$ cat config.mk
export PLATFORM = sky130hd
export DESIGN_NAME = countdown_timer
export DESIGN_NICKNAME = d
export VERILOG_FILES = /design/src/rtl/timer_pkg.sv /design/src/rtl/countdown_timer.sv
export SDC_FILE = /design/constraint.sdc
export NUM_CORES = 1
export LEC_CHECK = 0
export ABC_CLOCK_PERIOD_IN_PS = 3300
export BUFFER_PORTS_ARGS = -buffer_cell sky130_fd_sc_hd__buf_2
export CAP_MARGIN = 20
export CORE_MARGIN = 2
export CORE_UTILIZATION = 40
export DETAILED_ROUTE_END_ITERATION = 16
export REMOVE_ABC_BUFFERS = 1
export SKIP_CTS_REPAIR_TIMING = 1
export SYNTH_ARGS = -nofsm -noshare
export SYNTH_HDL_FRONTEND = slang
export SYNTH_SLANG_ARGS = --single-unit
$ cat constraint.sdc
create_clock -name clk -period 3.3 [get_ports clk]
set_clock_uncertainty 0.05 [all_clocks]
set_input_delay 0.495 -clock clk [delete_from_list [all_inputs] [get_ports clk]]
set_output_delay 0.495 -clock clk [all_outputs]
set_load 0.005 [all_outputs]
$ cat src/rtl/timer_pkg.sv
// Shared types and helpers for the timer / stop_watch family.
// Holds the FSM state encoding and the unsigned load-value clamp.
package timer_pkg;

  typedef enum logic [1:0] {
    IDLE   = 2'd0,
    RUN    = 2'd1,
    PAUSED = 2'd2,
    DONE   = 2'd3
  } timer_state_e;

  // Unsigned min(); callers zero-extend to 64 bits and truncate the result.
  function automatic logic [63:0] clamp_u(input logic [63:0] value, input logic [63:0] max_val);
    return (value > max_val) ? max_val : value;
  endfunction

endpackage

$ cat src/rtl/countdown_timer.sv
// Load-and-run down-counter with expiry pulse and optional auto-reload.
// Zero-cycle start latency (first decrement on the start edge); no backpressure.
module countdown_timer
  import timer_pkg::*;
#(
  parameter int unsigned DATA_WIDTH  = 16,
  parameter int unsigned MAX         = 99,
  parameter bit          AUTO_RELOAD = 1'b0
) (
  input  logic                  clk,
  input  logic                  resetn,
  input  logic                  load,
  input  logic [DATA_WIDTH-1:0] load_value,
  input  logic                  start,
  input  logic                  stop,
  output logic [DATA_WIDTH-1:0] count,
  output logic                  busy,
  output logic                  done,
  output logic                  expired
);

  if (DATA_WIDTH < 1 || DATA_WIDTH > 63 || 64'(MAX) > ((64'd1 << DATA_WIDTH) - 64'd1)) begin : g_bad_params
    $error("countdown_timer: MAX must fit in DATA_WIDTH bits (DATA_WIDTH 1..63)");
  end

  localparam logic [DATA_WIDTH-1:0] ONE = DATA_WIDTH'(1);

  timer_state_e          state_q, state_d;
  logic [DATA_WIDTH-1:0] count_q, count_d;
  logic [DATA_WIDTH-1:0] reload_q, reload_d;
  logic                  expired_q, expired_d;
  logic [DATA_WIDTH-1:0] load_clamped;

  assign load_clamped = DATA_WIDTH'(clamp_u(64'(load_value), 64'(MAX)));

  always_ff @(posedge clk or negedge resetn) begin
    if (!resetn) begin
      state_q   <= IDLE;
      count_q   <= '0;
      reload_q  <= '0;
      expired_q <= 1'b0;
    end else begin
      state_q   <= state_d;
      count_q   <= count_d;
      reload_q  <= reload_d;
      expired_q <= expired_d;
    end
  end

  // Priority load > stop > start; stop also masks a simultaneous start in every state.
  always_comb begin
    state_d   = state_q;
    count_d   = count_q;
    reload_d  = reload_q;
    expired_d = 1'b0;
    if (load) begin
      state_d  = IDLE;
      count_d  = load_clamped;
      reload_d = load_clamped;
    end else if (stop) begin
      if (state_q == RUN) state_d = PAUSED;
    end else begin
      case (state_q)
        IDLE, PAUSED: begin
          if (start && count_q != '0) begin
            state_d = RUN;
            count_d = count_q - ONE;
          end
        end
        RUN: begin
          if (count_q > ONE) begin
            count_d = count_q - ONE;
          end else if (count_q == ONE) begin
            count_d   = '0;
            expired_d = 1'b1;
            state_d   = (AUTO_RELOAD && reload_q != '0) ? RUN : DONE;
          end else begin
            count_d = reload_q;
          end
        end
        default: ;
      endcase
    end
  end

  always_comb begin
    count   = count_q;
    busy    = (state_q == RUN);
    done    = (state_q == DONE);
    expired = expired_q;
  end

endmodule

==> flow_summary.yaml, run 1 <==
clock_network:
  clkSinkCount: 35
  cts_buffers: 5
  cts_tree: "built"
  htree_levels: 2
  cts.path.max_buffers: 2
  clkTransAtPathRegs_ps: 80
  cts-root-buf: "clkbuf_8"
  clock_latency_ps: 300
die:
  io_pins: 40
  rows: 26
  die_x_um: 76.8
  die_h_um: 76.8
  dieArea_um2: 5890
  coreArea_um2: 5110
  initial_core_util: 0.415
setup_path:
  crit_path_max_fanout: 15
  rrSetupSlack_ps: 710
  cp_data_arrival_time_ps: 2780
  end_kind: "register"
  start_kind: "register"
  path_class: "register to register"
  crit_required_ps: 3490
detailed_routing:
  via_per_inst: 5.60
  vias: 1949
  final_antenna_net_count: 0
  drt_first_pass_iters: 4
  wl_per_cell_um: 15.3
  drtIter0Drc: 176
  wl_um: 5330
  drc: 0
sta:
  fmax_ghz: 0.386
  finalCritPeriodShare: 0.785
  fin_crit_ps: 2590
  hold_violations: 0
  slew_headroom: 0.485
  setup_tns_ps: 0
  setup_viol: 0
  maxSlewViolCount: 0
  worst_slack_ps: 709
  rsz0062_at_grt: "false"
  worstMarginPinSlew_ps: 772
placement:
  gp_congestion: 0.808
  hpwl_um: 3820
  pre_cts_ws_ps: 771
  numPortBuffers: 39
layout:
  diodes: 0
  final_cell_mix: "buf_2, dfrtp_1, nor2_1"
  nFillCells: 499
  final_common_cell: "buf_2"
  nets: 300
  drive_gt1_frac: 0.230
  syn2layout_area_growth_pct: 16.5
status:
  status: "completed"
global_routing:
  grt_first_pass_wirelength_um: 9050
  grt_pass1_vias: 1835
  antenna_found_initial: 0
  grt_start_max_net_pins: 37
  grt_remaining_overflow: 0
  grt_use_total: 0.192
synthesis:
  syn_avg_cell_area_um2: 8.86
  yosysSeqAreaShare: 0.413
  synth-seq-cells: 35
  yosys_most_used_dff: "dfrtp_1"
  synthCells: 239
  synth-edff-count: 0
  ys.warnings.count: 0
  synth-async-reset-ratio: 1.00
  ys_types: 54
  syn_area_um2: 2120
job:
  maxCapViolations: 0
pwr:
  p_leak_uw: 0.00112
  p_per_area_nw_per_um2: 464
  irDropWorstVdd_mv: 0.177
hold_path:
  hold_class: "input pin to asynchronous set/reset pin"
stage by stage:
step	cells	instance area [um2]	hold WS (ps)	util	power [uW]
final	348	2470	222	0.483	1140
after global routing	348	2470	300	0.483	1200
after CTS	348	2470	254	0.483	1150
after detailed placement	340	2330	404	0.457	685
after global placement	340	2330	400	0.457	686
after floorplan	226	2010	149	-	591
state kept, by name, indices dropped and copies added (netlist names):
name	count
state_q	2
count	16
expired	1
reload_q	16
power breakdown:
group          switching, uW  internal (uW)  leakage [uW]  total, uW
combinational            129           79.1      0.000603        208
clock                    165            301     0.0000644        466
sequential              26.3            444      0.000454        470
Yosys cell counts (all sizes together) (4+ instances only):
cell	n	share of area
inv	14	0.025
nor2b	13	0.038
nor2	23	0.041
or3	4	0.012
dfrtp	35	0.41
buf	9	0.034
clkbuf	4	0.017
nand4	4	0.012
a31oi	6	0.018
o21ai	19	0.045
nand2b	4	0.012
or4	8	0.031
nor4	9	0.032
nand2	22	0.039
a211oi	6	0.024
o31ai	5	0.018
a21oi	14	0.035
routing by layer:
| layer | global-route usage | part of all wire | wire length, um | up-vias |
|---|---|---|---|---|
| met5 | 0 | 0 | 0 | - |
| met4 | 0.0636 | 0.011 | 60 | 0 |
| met3 | 0.0376 | 0.058 | 309 | 5 |
| met2 | 0.302 | 0.46 | 2460 | 74 |
| met1 | 0.265 | 0.47 | 2500 | 915 |
| li1 | - | - | - | 955 |
worst max-delay path: stages (launching register included):
cell and delay (ps):
dfrtp_1 460, nor4_2 420, nand4_1 570, or4_1 690, a31oi_1 190, o22a_1 160
worst paths after layout:
path,cells past startpoint,from,to
setup / recovery,5,count[13]$_DFFE_PN0P_,count[4]$_DFFE_PN0P_
hold / removal,1,resetn,count[3]$_DFFE_PN0P_
setup reg to reg,5,count[13]$_DFFE_PN0P_,count[4]$_DFFE_PN0P_
hold reg to reg,2,reload_q[2]$_DFFE_PN0P_,reload_q[2]$_DFFE_PN0P_
max in group asynchronous,1,resetn,reload_q[8]$_DFFE_PN0P_
min in group clk,2,load,reload_q[3]$_DFFE_PN0P_
area by class of cell:
type                    count  area (um2)  share of cell area
clock buffers               5        68.8              0.0279
clock inverters             3        67.6              0.0274
inverters                  14        52.6              0.0213
multi-input cells         177        1080               0.439
flip-flops and latches     35         876               0.355
well taps                  70        87.6              0.0355
repair buffers             44         233              0.0943
cell families after synthesis:
family / after synthesis / synth area share
AOI/OAI and AO/OA: 71 / 0.225
DFF: 35 / 0.413
buffers and inverters: 27 / 0.0750
and+or+nand+nor: 103 / 0.271
xor gates and xnor gates: 1 / 0.00414
adders and majority gates: 2 / 0.0118
No activity file was read; power rests on OpenSTA's default activity.
==> run 2: changes to the inputs <==
Settings changed: ABC_CLOCK_PERIOD_IN_PS 3300 to 2250.
Clock period 3.3 ns to 2.25 ns, I/O delays scaled along.
==> run 2 against run 1 <==
  * Die area unchanged
  * Maximum frequency increased by 17%
  * First-iteration DRC count fell by 12%
  * Worst hold slack got worse by 140 ps
  * Via count grew 12%
  * Total power grew 45%
  * Critical path depth grew 1
  * Non-clock buffer count rose by 48
  * Clock-buffer cell count increased by 3
  * Largest cell class unchanged
  * Highest routed layer unchanged
==> flow_summary.yaml, run 2 (synthesized netlist as in run 1, its figures left out) <==
status:
  status: "completed"
sta:
  slew_headroom: 0.461
  fin_crit_ps: 2210
  fmax_ghz: 0.453
  worstMarginPinSlew_ps: 809
  setup_viol: 0
  setup_tns_ps: 0
  finalCritPeriodShare: 0.982
  maxSlewViolCount: 0
  hold_violations: 0
setup_path:
  crit_path_max_fanout: 10
  max_stage_delay_ps: 620
  cp_data_arrival_time_ps: 2390
  reg2reg_from: "count[13]$_DFFE_PN0P_"
  reg2reg_depth: 6
  cp_slowest_cell: "or4_1"
  rrSetupSlack_ps: 40
  end_kind: "register"
  r2r-end: "count[4]$_DFFE_PN0P_"
  crit_required_ps: 2430
  path_cells: "or4_1 -> nor4_4 -> o22ai_4 -> buf_4 -> a21oi_1 -> o22a_1"
  start_kind: "register"
  path_class: "register to register"
  crit_path_end: "count[4]$_DFFE_PN0P_"
  crit_start: "count[13]$_DFFE_PN0P_"
clock_network:
  cts-root-buf: "clkbuf_8"
  clock_latency_ps: 290
  clkSinkCount: 35
  cts_tree: "built"
  htree_levels: 2
  cts_buffers: 5
  cts.path.max_buffers: 2
  clkTransAtPathRegs_ps: 70
pwr:
  p_seq_frac: 0.404
  p_leak_uw: 0.00137
  cellInternalPower_uw: 1150
  p_per_area_nw_per_um2: 571
  p_sw_uw: 514
  pwr-share-clk: 0.304
  p_sw_frac: 0.309
  irDropWorstVdd_mv: 0.287
  share_comb_of_total_power: 0.293
layout:
  syn2layout_area_growth_pct: 37.6
  final_cell_mix: "buf_4, buf_2, dfrtp_1"
  design_area_um2: 2910
  stdcell_count: 396
  diodes: 0
  final_common_cell: "buf_4"
  nets: 348
  drive_gt1_frac: 0.390
hold_path:
  hold_class: "input pin to asynchronous set/reset pin"
placement:
  post-place-cells: 383
  numPortBuffers: 39
  hpwl_um: 4580
  place_area_um2: 2660
  gp_congestion: 0.936
global_routing:
  grt_remaining_overflow: 0
  grt_start_max_net_pins: 36
  grt_first_pass_wirelength_um: 10200
  grt_use_total: 0.218
  antenna_found_initial: 0
  grt_pass1_vias: 2067
die:
  coreArea_um2: 5110
  initial_core_util: 0.415
  dieArea_um2: 5890
  die_h_um: 76.8
  rows: 26
  die_x_um: 76.8
  io_pins: 40
detailed_routing:
  via_per_inst: 5.49
  wl_um: 6360
  drtIter0Drc: 155
  vias: 2176
  drt_first_pass_iters: 4
  final_antenna_net_count: 0
  wl_per_cell_um: 16.1
  drc: 0
job:
  maxCapViolations: 0
run 2: cell count changes in the layout (fill, tap and decap cells not counted), moves of 3 or more:
| cell | delta |
|---|---|
| buf_4 | +45 |
| buf_6 | +3 |
| nor4_1 | -3 |
| or4_1 | -3 |
| or4_4 | +3 |
run 2: critical path: cells and delay by family (launching register included):
kind,cells,cell delay [ps]
simple gates,2,1020
buf+inv,1,180
compound gates,3,480
flops,1,410
run 2: worst min path at each step:
stage / slack [ps] / from / depth (start not counted) / endpoint
2_1_floorplan: -8 / resetn / 0 / count[0]$_DFFE_PN0P_
3_3_place_gp: 400 / reload_q[2]$_DFFE_PN0P_ / 2 / reload_q[2]$_DFFE_PN0P_
3_5_place_dp: 410 / reload_q[2]$_DFFE_PN0P_ / 2 / reload_q[2]$_DFFE_PN0P_
4_1_cts: 110 / resetn / 1 / count[9]$_DFFE_PN0P_
5_1_grt: 150 / resetn / 1 / expired$_DFF_PN0_
6_report: 80 / resetn / 1 / count[9]$_DFFE_PN0P_
run 2: metrics by stage:
step                hold WS [ps]  setup slack [ps]  power (uW)   util
detailed placement           412             -44.0        1110  0.520
global route                 150             -37.4        1740  0.571
CTS                          115             -82.1        1620  0.539
floorplan                  -8.09              -103         866      -
global placement             399             -36.9        1110  0.520
finish                      84.7              40.5        1660  0.571
run 2: final cells by class:
cell class / count / area [um2]
Sequential cell: 35 / 876
Multi-Input combinational cell: 177 / 1190
Inverter: 14 / 52.6
Timing Repair Buffer: 92 / 604
Fill cell: 479 / 2190
Tap cell: 70 / 87.6
Clock buffer: 8 / 100
run 2: metal layers:
| layer | vias to the layer above | track usage | wire length, um |
|---|---|---|---|
| met4 | 0 | 0.0655 | 114 |
| met3 | 13 | 0.0376 | 253 |
| met1 | 1054 | 0.303 | 2950 |
| li1 | 1048 | - | - |
| met5 | - | 0 | 0 |
| met2 | 61 | 0.349 | 3040 |
run 2: power by group through the flow:
stage / combinational [uW] / clock (uW) / sequential [uW]
floorplan: 172 / 0 / 695
global placement: 429 / 0 / 681
detailed placement: 429 / 0 / 681
CTS: 432 / 519 / 669
global route: 523 / 545 / 676
finish: 487 / 505 / 672
==> run 3: changes to the inputs <==
Settings changed: PLACE_DENSITY from default to 0.67.
==> run 3 against run 2 <==
  * Sequential power up 0.6%
  * Largest cell class unchanged
  * Cell count down 6.6%
  * Non-clock buffer count down 26
  * Global-route usage down 2.3 points
  * Via count down 5.4%
==> flow_summary.yaml, run 3 (synthesized netlist as in run 1, its figures left out) <==
status:
  status: "completed"
sta:
  worst_slack_ps: 62.9
  finalCritPeriodShare: 0.972
  fmax_ghz: 0.457
  worstMarginPinSlew_ps: 751
  fin_crit_ps: 2190
  rsz0062_at_grt: "true"
  maxSlewViolCount: 0
  holdWs_ps: 49.8
  setup_viol: 0
  slew_headroom: 0.500
  hold_violations: 0
layout:
  diodes: 0
  design_area_um2: 2670
  regArea_um2: 876
  nFillCells: 482
  drive_gt1_frac: 0.313
  syn2layout_area_growth_pct: 26.0
  final_common_cell: "buf_2"
  nets: 322
  final_cell_mix: "buf_2, dfrtp_1, buf_4"
  multi_input_area_um2: 1130
  final_util: 0.523
detailed_routing:
  wl_per_cell_um: 15.0
  met1_length_um: 2550
  drt_first_pass_iters: 4
  met2_length_um: 2520
  vias: 2059
  final_antenna_net_count: 0
  routed.top_layer: "met4"
  drc: 0
  wl_um: 5560
  drtIter0Drc: 118
  via_per_inst: 5.56
  wl_met3_um: 356
die:
  coreArea_um2: 5110
  dieArea_um2: 5890
  die_h_um: 76.8
  rows: 26
  initial_core_util: 0.415
  die_x_um: 76.8
  io_pins: 40
global_routing:
  grt_start_max_net_pins: 36
  grt_remaining_overflow: 0
  antenna_found_initial: 0
  grt_first_pass_wirelength_um: 9180
  grt_pass1_vias: 1924
  grt_use_total: 0.196
clock_network:
  cts-root-buf: "clkbuf_8"
  cts_buffers: 5
  clkSinkCount: 35
  htree_levels: 2
  clkTransAtPathRegs_ps: 80
  cts_tree: "built"
  cts.path.max_buffers: 2
  clock_latency_ps: 300
placement:
  numPortBuffers: 39
  place_area_um2: 2500
  hpwl_um: 4100
  pre_cts_ws_ps: -71.6
  gp_congestion: 0.931
pwr:
  p_leak_uw: 0.00123
  total_power_uw: 1700
  p_per_area_nw_per_um2: 636
  irDropWorstVdd_mv: 0.246
setup_path:
  end_kind: "register"
  crit_start: "count[13]$_DFFE_PN0P_"
  reg2reg_from: "count[13]$_DFFE_PN0P_"
  start_kind: "register"
  path_class: "register to register"
  crit_required_ps: 2380
  crit_path_max_fanout: 9
  cp_data_arrival_time_ps: 2320
job:
  maxCapViolations: 0
hold_path:
  hold_class: "input pin to asynchronous set/reset pin"
[run 3: worst max-delay path: stages (launching register included)]
cell	delay, ps
dfrtp_1	420
nor4_2	360
buf_4	180
and4_1	420
nand2_2	220
a221oi_1	330
o31ai_1	90
[run 3: per-stage QoR]
| step | setup TNS (ps) | cells |
|---|---|---|
| CTS | -182 | 370 |
| floorplan | -391 | 226 |
| detailed placement | -83.1 | 362 |
| finish | 0 | 370 |
| global placement | -46.3 | 362 |
| global route | -56.3 | 370 |
[run 3: path summary, 6_finish.rpt]
| path | cells after the start | end | slack (ps) |
|---|---|---|---|
| worst max-delay path | 6 | count[0]$_DFFE_PN0P_ | 60 |
| worst max register to register | 6 | count[0]$_DFFE_PN0P_ | 60 |
| worst min register to register | 2 | reload_q[2]$_DFFE_PN0P_ | 420 |
| worst min-delay path | 1 | reload_q[11]$_DFFE_PN0P_ | 50 |
| min in group clk | 2 | expired$_DFF_PN0_ | 220 |
| max in group asynchronous | 1 | reload_q[5]$_DFFE_PN0P_ | 1610 |
[run 3: metal layers]
layer | vias to the layer above | track usage
met5 | - | 0
met4 | 0 | 0.0764
met3 | 15 | 0.0388
met2 | 95 | 0.307
met1 | 950 | 0.266
li1 | 999 | -
[run 3: report_power, final]
part | internal, uW | switching, uW
sequential | 651 | 25.7
clock | 364 | 249
combinational | 178 | 229
total | 1190 | 504
[run 3: area by class of cell]
| cell class | count | share of cell area |
|---|---|---|
| sequential | 35 | 0.328 |
| tap | 70 | 0.0328 |
| clock buffer | 6 | 0.0309 |
| clock inverter | 2 | 0.0145 |
| multi-input combinational | 177 | 0.425 |
| timing repair buffer | 66 | 0.149 |
| inverter | 14 | 0.0197 |
